### config.mk
export PLATFORM = sky130hd
export DESIGN_NAME = instruction_fetch_unit
export DESIGN_NICKNAME = d
export VERILOG_FILES = /design/src/rtl/instruction_fetch_unit_pkg.sv /design/src/rtl/instruction_fetch_unit_if_id.sv /design/src/rtl/instruction_fetch_unit.sv
export SDC_FILE = /design/constraint.sdc
export NUM_CORES = 1
export LEC_CHECK = 0
export BUFFER_PORTS_ARGS = -buffer_cell sky130_fd_sc_hd__buf_2
export CORE_UTILIZATION = 45
export CTS_CLUSTER_SIZE = 20
export DETAILED_ROUTE_END_ITERATION = 10
export MAX_ROUTING_LAYER = met4
export PLACE_DENSITY = 0.73
export SETUP_SLACK_MARGIN = 0.3
export SYNTH_ARGS = -nofsm -noshare
export SYNTH_HDL_FRONTEND = slang
export SYNTH_SLANG_ARGS = --single-unit
### constraint.sdc
create_clock -name CLK -period 5.5 [get_ports CLK]
set_input_delay 1.1 -clock CLK [delete_from_list [all_inputs] [get_ports CLK]]
set_output_delay 1.1 -clock CLK [all_outputs]
set_load 0.005 [all_outputs]
### src/rtl/instruction_fetch_unit_pkg.sv
// instruction_fetch_unit_pkg: shared widths, FSM encoding and constants for the fetch stage.
package instruction_fetch_unit_pkg;
  localparam int XLEN = 32;
  localparam logic [XLEN-1:0] NOP = 32'h0000_0013;
  localparam logic [XLEN-1:0] DEFAULT_RESET_PC = 32'h0000_0000;
  typedef enum logic {FETCH, DRAIN} state_e;
  function automatic logic [XLEN-1:0] word_align(input logic [XLEN-1:0] a);
    return {a[XLEN-1:2], 2'b00};
  endfunction
endpackage

### src/rtl/instruction_fetch_unit_if_id.sv
// if_id_pipeline_register: IF/ID latch with flush-to-NOP, load and hold.
module if_id_pipeline_register
  import instruction_fetch_unit_pkg::*;
(
  input  logic            clk_i,
  input  logic            rst_i,
  input  logic            load_i,
  input  logic            flush_i,
  input  logic [XLEN-1:0] pc_i,
  input  logic [XLEN-1:0] instr_i,
  output logic [XLEN-1:0] pc_o,
  output logic [XLEN-1:0] pc_plus4_o,
  output logic [XLEN-1:0] instr_o,
  output logic            valid_o
);
  logic [XLEN-1:0] pc_q, pc_plus4_q, instr_q;
  logic            valid_q;
  // Flush leaves the PC fields untouched; only valid/instr mark the bubble.
  always_ff @(posedge clk_i or posedge rst_i) begin
    if (rst_i) begin
      pc_q       <= '0;
      pc_plus4_q <= '0;
      instr_q    <= NOP;
      valid_q    <= 1'b0;
    end else if (flush_i) begin
      instr_q <= NOP;
      valid_q <= 1'b0;
    end else if (load_i) begin
      pc_q       <= pc_i;
      pc_plus4_q <= pc_i + 32'd4;
      instr_q    <= instr_i;
      valid_q    <= 1'b1;
    end
  end
  assign pc_o       = pc_q;
  assign pc_plus4_o = pc_plus4_q;
  assign instr_o    = instr_q;
  assign valid_o    = valid_q;
endmodule

### src/rtl/instruction_fetch_unit.sv
// instruction_fetch_unit: RV32I fetch stage owning the PC, imem handshake and IF/ID register.
module instruction_fetch_unit
  import instruction_fetch_unit_pkg::*;
#(
  parameter logic [XLEN-1:0] RESET_PC = DEFAULT_RESET_PC
) (
  input  logic            CLK,
  input  logic            RESET,
  input  logic            branch_jump_mux_signal,
  input  logic [XLEN-1:0] Branch_jump_PC_OUT,
  input  logic            hazard_stall,
  output logic            imem_read,
  output logic [XLEN-1:0] imem_address,
  input  logic [XLEN-1:0] imem_readdata,
  input  logic            imem_busywait,
  output logic [XLEN-1:0] IF_ID_PC,
  output logic [XLEN-1:0] IF_ID_PC_plus4,
  output logic [XLEN-1:0] IF_ID_instr,
  output logic            IF_ID_valid
);
  state_e          state_q, state_d;
  logic [XLEN-1:0] pc_q, pc_d, pend_pc_q, pend_pc_d, target;
  logic            read_q, load, flush;
  assign target = word_align(Branch_jump_PC_OUT);
  // pc_q is frozen while draining, so the abandoned access keeps its address.
  always_comb begin
    pc_d      = pc_q;
    pend_pc_d = pend_pc_q;
    state_d   = state_q;
    load      = 1'b0;
    flush     = 1'b0;
    if (!read_q) begin
    end else if (state_q == DRAIN) begin
      flush     = 1'b1;
      pend_pc_d = branch_jump_mux_signal ? target : pend_pc_q;
      if (!imem_busywait) begin
        pc_d    = pend_pc_d;
        state_d = FETCH;
      end
    end else if (branch_jump_mux_signal) begin
      flush     = 1'b1;
      pc_d      = imem_busywait ? pc_q : target;
      pend_pc_d = imem_busywait ? target : pend_pc_q;
      state_d   = imem_busywait ? DRAIN : FETCH;
    end else if (hazard_stall) begin
    end else if (imem_busywait) begin
      flush = 1'b1;
    end else begin
      load = 1'b1;
      pc_d = pc_q + 32'd4;
    end
  end
  always_ff @(posedge CLK or posedge RESET) begin
    if (RESET) begin
      state_q   <= FETCH;
      pc_q      <= RESET_PC;
      pend_pc_q <= '0;
      read_q    <= 1'b0;
    end else begin
      state_q   <= state_d;
      pc_q      <= pc_d;
      pend_pc_q <= pend_pc_d;
      read_q    <= 1'b1;
    end
  end
  assign imem_read    = read_q;
  assign imem_address = pc_q;
  if_id_pipeline_register u_if_id (
    .clk_i      (CLK),
    .rst_i      (RESET),
    .load_i     (load),
    .flush_i    (flush),
    .pc_i       (pc_q),
    .instr_i    (imem_readdata),
    .pc_o       (IF_ID_PC),
    .pc_plus4_o (IF_ID_PC_plus4),
    .instr_o    (IF_ID_instr),
    .valid_o    (IF_ID_valid)
  );
endmodule

==> results of run 1 <==
## cell type report
class,count,area share
Inverter,14,0.00630
Multi-Input combinational cell,468,0.324
Sequential cell,161,0.452
Timing Repair Buffer,206,0.120
Clock buffer,22,0.0542
Clock inverter,10,0.0140
Tap cell,216,0.0303
## cell usage in the layout (no fill, tap or decap), drive strengths merged, types with 3 or more instances in the layout
cell type,n
xnor2,18
a21oi,20
o21ai,66
xor2,7
inv,15
mux2,30
nor2,28
o32a,5
a22oi,13
a211oi,3
dfrtp,158
nor4,7
clkinv,5
o22ai,4
nand2,148
a222oi,7
nor3,13
clkbuf,22
buf,206
a22o,30
nand4,9
a21o,3
a221o,3
o311ai,4
nand3,21
o211ai,4
dfstp,3
## Yosys cell counts (all sizes together), types with 2 or more instances
library cell / count / share of area
a211o: 2 / 0.0024
a211oi: 3 / 0.0031
a21o: 3 / 0.0031
a21oi: 20 / 0.014
a221o: 3 / 0.0041
a222oi: 7 / 0.0097
a22o: 30 / 0.036
a22oi: 13 / 0.013
a32o: 2 / 0.0028
and2: 2 / 0.0017
and3: 2 / 0.0019
buf: 23 / 0.019
clkbuf: 29 / 0.019
dfrtp: 158 / 0.55
dfstp: 3 / 0.011
inv: 14 / 0.0072
mux2: 30 / 0.047
nand2: 148 / 0.078
nand3: 21 / 0.016
nand4: 9 / 0.013
nor2: 28 / 0.014
nor2b: 2 / 0.0017
nor3: 13 / 0.011
nor4: 7 / 0.012
o211ai: 4 / 0.0041
o21ai: 66 / 0.046
o22ai: 4 / 0.0034
o311ai: 4 / 0.0048
o31a: 2 / 0.0024
o32a: 5 / 0.0069
or3: 2 / 0.0017
xnor2: 18 / 0.022
xor2: 7 / 0.0085
## worst max-delay path, cell delays in order
cell,delay (ns)
buf_2,0.08
buf_4,0.40
inv_2,0.16
nand2_4,0.31
or3_4,0.79
nor3_1,0.16
a311o_2,0.39
## kinds of logic (layout without fill, tap and decap cells)
logic type,after synthesis,after routing,synth area share
flip-flops,161,161,0.556
AND/OR/NAND/NOR,237,237,0.155
other,1,1,0.000517
XOR/XNOR,25,25,0.0302
multiplexers,31,31,0.0479
AO/OA/AOI/OAI,173,173,0.162
adder cells (fa/ha/maj),1,1,0.00172
buffers and inverters,67,252,0.0469
## sequential cells by signal, summed over array words and instances (netlist names)
register,flops
u_if_id.pc_o,30
state_q,1
u_if_id.valid_o,1
u_if_id.pc_plus4_o,32
imem_address,32
imem_read,1
u_if_id.instr_o,32
pend_pc_q,32
## power groups by stage
stage               clock (mW)  combinational (mW)  sequential [mW]
finish                    1.21               0.681             1.65
global route              1.28               0.778             1.69
CTS                       1.23               0.693             1.65
detailed placement           0               0.690             1.67
global placement             0               0.671             1.66
floorplan                    0               0.410             1.62
## worst max path at each step
stage | end | startpoint | cells past startpoint | slack (ns)
floorplan | imem_address[0]$_DFFE_PP0P_ | RESET | 1 | 2.36
global placement | imem_address[21]$_DFFE_PP0P_ | branch_jump_mux_signal | 7 | 1.91
detailed placement | imem_address[21]$_DFFE_PP0P_ | branch_jump_mux_signal | 7 | 1.89
CTS | imem_address[21]$_DFFE_PP0P_ | branch_jump_mux_signal | 7 | 2.35
global route | imem_address[21]$_DFFE_PP0P_ | branch_jump_mux_signal | 7 | 2.17
finish | imem_address[21]$_DFFE_PP0P_ | branch_jump_mux_signal | 7 | 2.35
## layer usage
layer / up-vias / track usage
li1: 2802 / -
met1: 2817 / 0.327
met2: 215 / 0.370
met3: 22 / 0.0495
met4: 0 / 0.0796
met5: - / -
## through the flow
stage	hold slack, ns	cells	setup slack, ns
4_1_cts	0.474	1097	2.35
2_1_floorplan	0.454	696	2.36
3_3_place_gp	0.452	1065	1.91
3_5_place_dp	0.458	1065	1.89
5_1_grt	0.490	1097	2.17
6_report	0.468	1097	2.35
==> results.sh, run 1 <==
export IMPL_grt_pass1_vias=5622
export IMPL_vdd_drop_max_v=0.000233
export IMPL_grt_use_total=0.244
export IMPL_htreeDepth=4
export IMPL_synthCells=696
export IMPL_core_region_area_um2=15800
export IMPL_ys_seq_area_frac=0.556
export IMPL_syn_area_per_cell_um2=10.4
export IMPL_min_period_ns=3.15
export IMPL_numPortBuffers=196
export IMPL_p_per_area_nw_per_um2=396
export IMPL_synth_nets=766
export IMPL_dr_wl_met2_mm=8.90
export IMPL_pwr_share_comb=0.193
export IMPL_ios=199
export IMPL_hold_buffers=0
export IMPL_outcome="finished clean"
export IMPL_hp_start="u_if_id.pc_o[24]$_DFFE_PP0P_"
export IMPL_rr_endpoint="imem_address[21]$_DFFE_PP0P_"
export IMPL_viasPerCell=5.34
export IMPL_cts_setup_buffers=0
export IMPL_critPathKind="in2reg"
export IMPL_setup_violations=0
export IMPL_finalCritPeriodShare=0.572
export IMPL_cts_tree="done"
export IMPL_seq_area_um2=4030
export IMPL_p_sw_mw=1.05
export IMPL_maxCapViolations=0
export IMPL_drcViolationCount=0
export IMPL_synth_distinct_cells=62
export IMPL_intPower_mw=2.48
export IMPL_num_antenna_cells=0
export IMPL_clockPowerShare=0.341
export IMPL_crit_fanout=87
export IMPL_start_util=0.458
export IMPL_topRoutingLayerUsed="met4"
export IMPL_wl_met3_um=977
export IMPL_dp_hpwl_mm=12.3
export IMPL_utilization=0.564
export IMPL_cp_start_kind="primary input"
export IMPL_antenna_found_initial=0
export IMPL_r2r_start="state_q$_DFFE_PP0P_"
export IMPL_grt_first_pass_wirelength_mm=29.8
export IMPL_clock_path_buffers=2
export IMPL_stdcell_area_um2=8930
export IMPL_grt_max_degree=125
export IMPL_synth_warning_count=0
export IMPL_synth_area_um2=7250
export IMPL_holdPathStages=2
export IMPL_place_area_um2=8320
export IMPL_hold_class="reg2reg"
export IMPL_p_sw_frac=0.298
export IMPL_synth_edf_count=0
export IMPL_synth_flop_cell="dfrtp_1"
export IMPL_r2r_cells=5
export IMPL_synthToLayoutAreaGrowth_pct=23.1
export IMPL_r2r_slack_ns=2.95
export IMPL_p_leak_nw=4.41
export IMPL_clk_pin_slew_ns=0.06
export IMPL_multi_input_area_um2=2890
export IMPL_clock_latency_ns=0.42
export IMPL_cts_buffers=17
export IMPL_slew_limit_headroom=0.251
export IMPL_critPathCaptureType="flip-flop"
export IMPL_firstDrtPassIters=5
export IMPL_drive_gt1_frac=0.329
export IMPL_min_to="u_if_id.pc_o[24]$_DFFE_PP0P_"
export IMPL_tightest_slew_ns=1.12
export IMPL_p_seq_frac=0.466
export IMPL_antenna_left=0
export IMPL_clock_sinks=161
export IMPL_wl_met1_mm=8.47
export IMPL_skew_ns=0.0101
export IMPL_fill_cells=1423
export IMPL_cts_root_buf="clkbuf_16"
export IMPL_hold_viol=0
export IMPL_fin_nets=938
export IMPL_dieArea_um2=16600
export IMPL_slew_viol_final=0
export IMPL_vias=5856
export IMPL_place_congestion=0.793
export IMPL_ys_ff_latch=161
export IMPL_drt_iter0_markers=349
export IMPL_async_reset_ff_frac=1.00
export IMPL_rsz0062_at_grt="no"
export IMPL_p_total_mw=3.54
export IMPL_rows=46
export IMPL_die_y_um=129
export IMPL_wl_per_cell_um=16.9
export IMPL_die_x_um=129
export IMPL_arrival_ns=3.45
export IMPL_required_ns=5.81
export IMPL_drt_wl_total_mm=18.6
export IMPL_gr_total_overflow=0
export IMPL_fmax_ghz=0.318
export IMPL_cts_resized=0
export IMPL_final_setup_tns_ns=0
Note: power is estimated with default switching activity, not from simulation.
==> run 2, diff against run 1 <==
--- a/config.mk
+++ b/config.mk
@@ -5,6 +5,7 @@
 export SDC_FILE = /design/constraint.sdc
 export NUM_CORES = 1
 export LEC_CHECK = 0
+export ABC_AREA = 1
 export BUFFER_PORTS_ARGS = -buffer_cell sky130_fd_sc_hd__buf_2
 export CORE_UTILIZATION = 45
 export CTS_CLUSTER_SIZE = 20
==> constraint.sdc (replaced) <==
create_clock -name CLK -period 2.75 [get_ports CLK]
set_input_delay 0.55 -clock CLK [delete_from_list [all_inputs] [get_ports CLK]]
set_output_delay 0.55 -clock CLK [all_outputs]
set_load 0.005 [all_outputs]
==> results.sh, run 2 <==
export IMPL_outcome="finished clean"
export IMPL_grt_pass1_vias=5919
export IMPL_synthTopCellsByCount="272 x nand2_1, 158 x dfrtp_1, 110 x nor2_1, 78 x o21ai_0, 69 x inv_1"
export IMPL_drive_gt1_frac=0.241
export IMPL_synth_nets=944
export IMPL_start_util=0.460
export IMPL_synth_edf_count=0
export IMPL_synth_top_area_cell="dfrtp_1"
export IMPL_synthToLayoutAreaGrowth_pct=23.9
export IMPL_pre_cts_ws_ns=0.590
export IMPL_cts_root_buf="clkbuf_16"
export IMPL_hold_buffers=0
export IMPL_final_setup_tns_ns=0
export IMPL_clock_latency_ns=0.42
export IMPL_min_period_ns=1.93
export IMPL_p_leak_nw=4.78
export IMPL_grt_use_total=0.247
export IMPL_arrival_ns=2.28
export IMPL_worstPathCellList="nor2_2 -> buf_4 -> o21ai_0 -> nor3_1 -> nor2_1"
export IMPL_dp_hpwl_mm=13.8
export IMPL_cts_buffers=17
export IMPL_die_x_um=129
export IMPL_wl_per_cell_um=15.0
export IMPL_antenna_found_initial=0
export IMPL_clk_pin_slew_ns=0.06
export IMPL_vdd_drop_max_v=0.000448
export IMPL_finalCritPeriodShare=0.702
export IMPL_synth_flop_cell="dfrtp_1"
export IMPL_stdcell_area_um2=9060
export IMPL_fin_nets=1128
export IMPL_critPathTopFamily="simple AND/OR/NAND/NOR gates"
export IMPL_path_buf_inv=1
export IMPL_synthCells=874
export IMPL_crit_fanout=31
export IMPL_syn_area_per_cell_um2=8.36
export IMPL_setup_violations=0
export IMPL_critPathKind="reg2reg"
export IMPL_crit_start="state_q$_DFFE_PP0P_"
export IMPL_drcViolationCount=0
export IMPL_p_total_mw=7.09
export IMPL_cts_setup_buffers=0
export IMPL_dieArea_um2=16800
export IMPL_die_y_um=129
export IMPL_r2r_start="state_q$_DFFE_PP0P_"
export IMPL_drt_wl_total_mm=19.3
export IMPL_r2r_cells=5
export IMPL_cts_resized=0
export IMPL_slew_viol_final=0
export IMPL_place_congestion=0.904
export IMPL_clock_path_buffers=2
export IMPL_yosysMostFrequentCell="nand2_1"
export IMPL_fin_ws_ns=0.820
export IMPL_synth_warning_count=0
export IMPL_vias=6409
export IMPL_antenna_left=0
export IMPL_final_cell_mix="272 x nand2_1, 196 x buf_2, 158 x dfrtp_1"
export IMPL_ys_seq_area_frac=0.552
export IMPL_critPathMaxStageDelay_ns=0.55
export IMPL_clock_sinks=161
export IMPL_p_per_area_nw_per_um2=783
export IMPL_place_area_um2=8460
export IMPL_firstDrtPassIters=5
export IMPL_viasPerCell=4.98
export IMPL_grt_max_degree=124
export IMPL_numPortBuffers=196
export IMPL_synth_area_um2=7310
export IMPL_async_reset_ff_frac=1.00
export IMPL_slew_limit_headroom=0.487
export IMPL_skew_ns=0.00890
export IMPL_tightest_slew_ns=0.770
export IMPL_rows=46
export IMPL_synth_distinct_cells=33
export IMPL_fmax_ghz=0.518
export IMPL_critPathCaptureType="flip-flop"
export IMPL_cts_tree="done"
export IMPL_maxCapViolations=0
export IMPL_rsz0062_at_grt="no"
export IMPL_synthTopCellsByArea="dfrtp_1 54%, nand2_1 14%, nor2_1 5.6%, o21ai_0 5.3%, inv_1 3.5%"
export IMPL_hold_viol=0
export IMPL_slowest_stage="dfrtp_1"
export IMPL_required_ns=3.10
export IMPL_core_region_area_um2=15900
export IMPL_grt_first_pass_wirelength_mm=30.4
export IMPL_cp_start_kind="flip-flop"
export IMPL_fill_cells=1497
export IMPL_final_common_cell="nand2_1"
export IMPL_num_antenna_cells=0
export IMPL_yosys_area_top_type_share=0.541
export IMPL_r2r_slack_ns=0.82
export IMPL_gr_total_overflow=0
export IMPL_htreeDepth=4
export IMPL_ios=199
export IMPL_drt_iter0_markers=390
export IMPL_ys_ff_latch=161
export IMPL_crit_cells=5
export IMPL_hold_class="in2async"
==> run 2: cell types whose count changed after synthesis, moves of 15 or more <==
cell	before	now
nand2_1	146	272
nor2_1	28	110
inv_1	12	69
mux2_2	30	0
o21ai_0	63	78
xnor2_1	18	3
==> run 2: cells by family after synthesis <==
| logic type | after synthesis | share of synthesized area |
|---|---|---|
| buf+inv | 114 | 0.0667 |
| simple gates | 426 | 0.234 |
| flops | 161 | 0.552 |
| fa+ha+maj | 1 | 0.00171 |
| other cells | 1 | 0.000513 |
| xor+xnor | 14 | 0.0168 |
| compound gates | 157 | 0.129 |
==> run 2: layout make-up <==
class	count	area, um^2	area share
inverter	72	277	0.0305
clock inverter	10	135	0.0149
sequential	161	4030	0.445
timing repair buffer	207	1090	0.120
multi-input combinational	599	2790	0.308
tap	216	270	0.0298
clock buffer	21	460	0.0508
==> run 2: final timing paths <==
path,end
min in group CLK,pend_pc_q[12]$_DFFE_PP0P_
max reg2reg,u_if_id.instr_o[1]$_DFFE_PP1P_
min,u_if_id.pc_o[7]$_DFFE_PP0P_
max in group asynchronous,pend_pc_q[26]$_DFFE_PP0P_
max,u_if_id.instr_o[1]$_DFFE_PP1P_
min reg2reg,u_if_id.valid_o$_DFFE_PP0P_
==> run 2: per-stage QoR <==
step | instances | util | hold slack (ns)
2_1_floorplan | 874 | - | 0.454
3_3_place_gp | 1255 | 0.533 | 0.449
3_5_place_dp | 1255 | 0.533 | 0.453
4_1_cts | 1286 | 0.570 | 0.302
5_1_grt | 1286 | 0.570 | 0.333
6_report | 1286 | 0.570 | 0.247
==> run 2: per-layer routing <==
layer	vias to the layer above	wire, um	global-route usage
li1	3152	-	-
met2	224	8510	0.373
met1	2999	9090	0.324
met4	0	452	0.0985
met5	-	0	-
met3	34	1280	0.0537
==> run 2: power by group <==
part	switching, mW	leakage [nW]	internal, mW	total [mW]
sequential	0.350	1.99	2.84	3.19
combinational	0.875	2.49	0.645	1.52
clock	0.913	0.293	1.47	2.38
==> run 2: worst register-to-register path, delay by kind of cell (launching register included) <==
family,cells,cell delay (ns)
buffers and inverters,1,0.37
AND/OR/NAND/NOR,3,0.58
AO/OA/AOI/OAI,1,0.37
flip-flops,1,0.55
==> run 3, diff against run 2 <==
--- a/config.mk
+++ b/config.mk
@@ -11,7 +11,7 @@
 export CTS_CLUSTER_SIZE = 20
 export DETAILED_ROUTE_END_ITERATION = 10
 export MAX_ROUTING_LAYER = met4
-export PLACE_DENSITY = 0.73
+export PLACE_DENSITY = 0.7
 export SETUP_SLACK_MARGIN = 0.3
 export SYNTH_ARGS = -nofsm -noshare
 export SYNTH_HDL_FRONTEND = slang
==> constraint.sdc (replaced) <==
create_clock -name CLK -period 2 [get_ports CLK]
set_input_delay 0.4 -clock CLK [delete_from_list [all_inputs] [get_ports CLK]]
set_output_delay 0.4 -clock CLK [all_outputs]
set_load 0.005 [all_outputs]
==> results.sh, run 3 (synthesized netlist as in run 2, its figures left out) <==
export IMPL_outcome="finished clean"
export IMPL_tightest_slew_ns=0.511
export IMPL_cts_buffers=17
export IMPL_placedCellCount=1260
export IMPL_critPathMaxStageDelay_ns=0.41
export IMPL_drive_gt1_frac=0.278
export IMPL_final_cells=1300
export IMPL_gr_total_overflow=0
export IMPL_antenna_left=0
export IMPL_die_x_um=129
export IMPL_die_y_um=129
export IMPL_critPathKind="reg2reg"
export IMPL_fin_nets=1141
export IMPL_min_period_ns=1.68
export IMPL_maxCapViolations=0
export IMPL_vdd_drop_max_v=0.000702
export IMPL_finalCritPeriodShare=0.841
export IMPL_numPortBuffers=196
export IMPL_cts_tree="done"
export IMPL_cts_root_buf="clkbuf_16"
export IMPL_viasPerCell=4.96
export IMPL_core_region_area_um2=15900
export IMPL_path_buf_inv=0
export IMPL_slew_limit_headroom=0.659
export IMPL_arrival_ns=2.03
export IMPL_htreeDepth=4
export IMPL_critPathCaptureType="flip-flop"
export IMPL_p_total_mw=9.91
export IMPL_place_congestion=0.926
export IMPL_final_cell_mix="269 x nand2_1, 196 x buf_2, 147 x dfrtp_1"
export IMPL_grt_max_degree=73
export IMPL_drcViolationCount=0
export IMPL_clock_latency_ns=0.42
export IMPL_antenna_found_initial=0
export IMPL_clock_path_buffers=2
export IMPL_clock_sinks=161
export IMPL_p_per_area_nw_per_um2=1060
export IMPL_grt_first_pass_wirelength_mm=30.8
export IMPL_setup_violations=0
export IMPL_dieArea_um2=16800
export IMPL_rsz0062_at_grt="yes"
export IMPL_rows=46
export IMPL_grt_pass1_vias=5865
export IMPL_fmax_ghz=0.594
export IMPL_skew_ns=0.00795
export IMPL_drt_iter0_markers=451
export IMPL_drt_wl_total_mm=19.8
export IMPL_wl_per_cell_um=15.2
export IMPL_p_leak_nw=4.87
export IMPL_firstDrtPassIters=5
export IMPL_grt_use_total=0.250
export IMPL_final_setup_tns_ns=0
export IMPL_critPathTopFamily="simple AND/OR/NAND/NOR gates"
export IMPL_worstPathCellList="ha_2 -> nand2_2 -> nor2_4 -> nand2_4 -> nor2_4 -> xor2_2 -> nand2_1 -> a21oi_2"
export IMPL_hold_viol=0
export IMPL_dp_hpwl_mm=14.2
export IMPL_fill_cells=1445
export IMPL_clk_pin_slew_ns=0.06
export IMPL_num_antenna_cells=0
export IMPL_required_ns=2.35
export IMPL_final_common_cell="nand2_1"
export IMPL_slew_viol_final=0
export IMPL_start_util=0.460
export IMPL_synthToLayoutAreaGrowth_pct=27.4
export IMPL_crit_top_cell="nor2_4"
export IMPL_crit_fanout=5
export IMPL_vias=6443
export IMPL_slowest_stage="dfrtp_1"
export IMPL_hold_class="in2reg"
export IMPL_cp_start_kind="flip-flop"
export IMPL_ios=199
==> run 3: cell types whose count changed in the layout (fill, tap and decap cells not counted), moves of 4 or more <==
cell     delta
buf_4       +8
dfrtp_2    +11
nand3_2     +4
nor2_1      -4
nor2_4      +4
dfrtp_1    -11
nand3_1     -4
==> run 3: per-stage QoR <==
stage / worst slack, ns / cell area (um^2) / hold WS [ns] / utilization
6_report: 0.318 / 9310 / 0.204 / 0.586
2_1_floorplan: -0.440 / 7310 / 0.454 / -
3_5_place_dp: 0.227 / 8520 / 0.408 / 0.537
3_3_place_gp: 0.264 / 8520 / 0.411 / 0.537
4_1_cts: 0.287 / 9170 / 0.188 / 0.577
5_1_grt: 0.198 / 9310 / 0.191 / 0.586
==> run 3: power breakdown <==
part,total (mW),internal (mW),switching [mW]
combinational,2.21,0.950,1.26
sequential,4.40,3.92,0.479
clock,3.30,2.05,1.25
==> run 3: tightest hold or removal path, delay by kind of cell <==
family | cells | cell delay [ns]
buffers and inverters | 1 | 0.09
AOI/OAI and AO/OA | 1 | 0.06
and+or+nand+nor | 1 | 0.04
==> run 3: final timing paths <==
path                                              from  slack [ns]                        endpoint  cells past startpoint
max in group asynchronous                        RESET        0.82  u_if_id.instr_o[0]$_DFFE_PP1P_                      4
min reg2reg                u_if_id.valid_o$_DFFE_PP0P_        0.47     u_if_id.valid_o$_DFFE_PP0P_                      2
min in group asynchronous                        RESET        0.52     u_if_id.valid_o$_DFFE_PP0P_                      3
min                             Branch_jump_PC_OUT[19]        0.20       pend_pc_q[19]$_DFFE_PP0P_                      3
max reg2reg                imem_address[2]$_DFFE_PP0P_        0.32    imem_address[12]$_DFFE_PP0P_                      8
max                        imem_address[2]$_DFFE_PP0P_        0.32    imem_address[12]$_DFFE_PP0P_                      8
==> run 3: cell type report <==
cell class                      count  area, um^2  area share
Clock buffer                       21         470      0.0505
Clock inverter                     11         135      0.0145
Inverter                           72         279      0.0300
Multi-Input combinational cell    599        2890       0.310
Sequential cell                   161        4050       0.434
Tap cell                          216         270      0.0290
Timing Repair Buffer              220        1220       0.131
==> run 3: timing repair <==
| item | CTS | global route |
|---|---|---|
| buffers inserted | 3 | 4 |
| pin swaps | 1 | 9 |
| endpoints found under the setup margin | 10 | 55 |
| resized for setup | 2 | 36 |
| hold buffers | 1 | 0 |
| endpoints found under the hold margin | 10 | 0 |
==> run 3: metal layers <==
layer,wire [um],track usage,part of all wire,vias up
li1,-,-,-,3187
met2,8860,0.377,0.45,247
met1,9130,0.334,0.46,2990
met5,0,-,0,-
met3,1490,0.0537,0.075,19
met4,347,0.0910,0.018,0
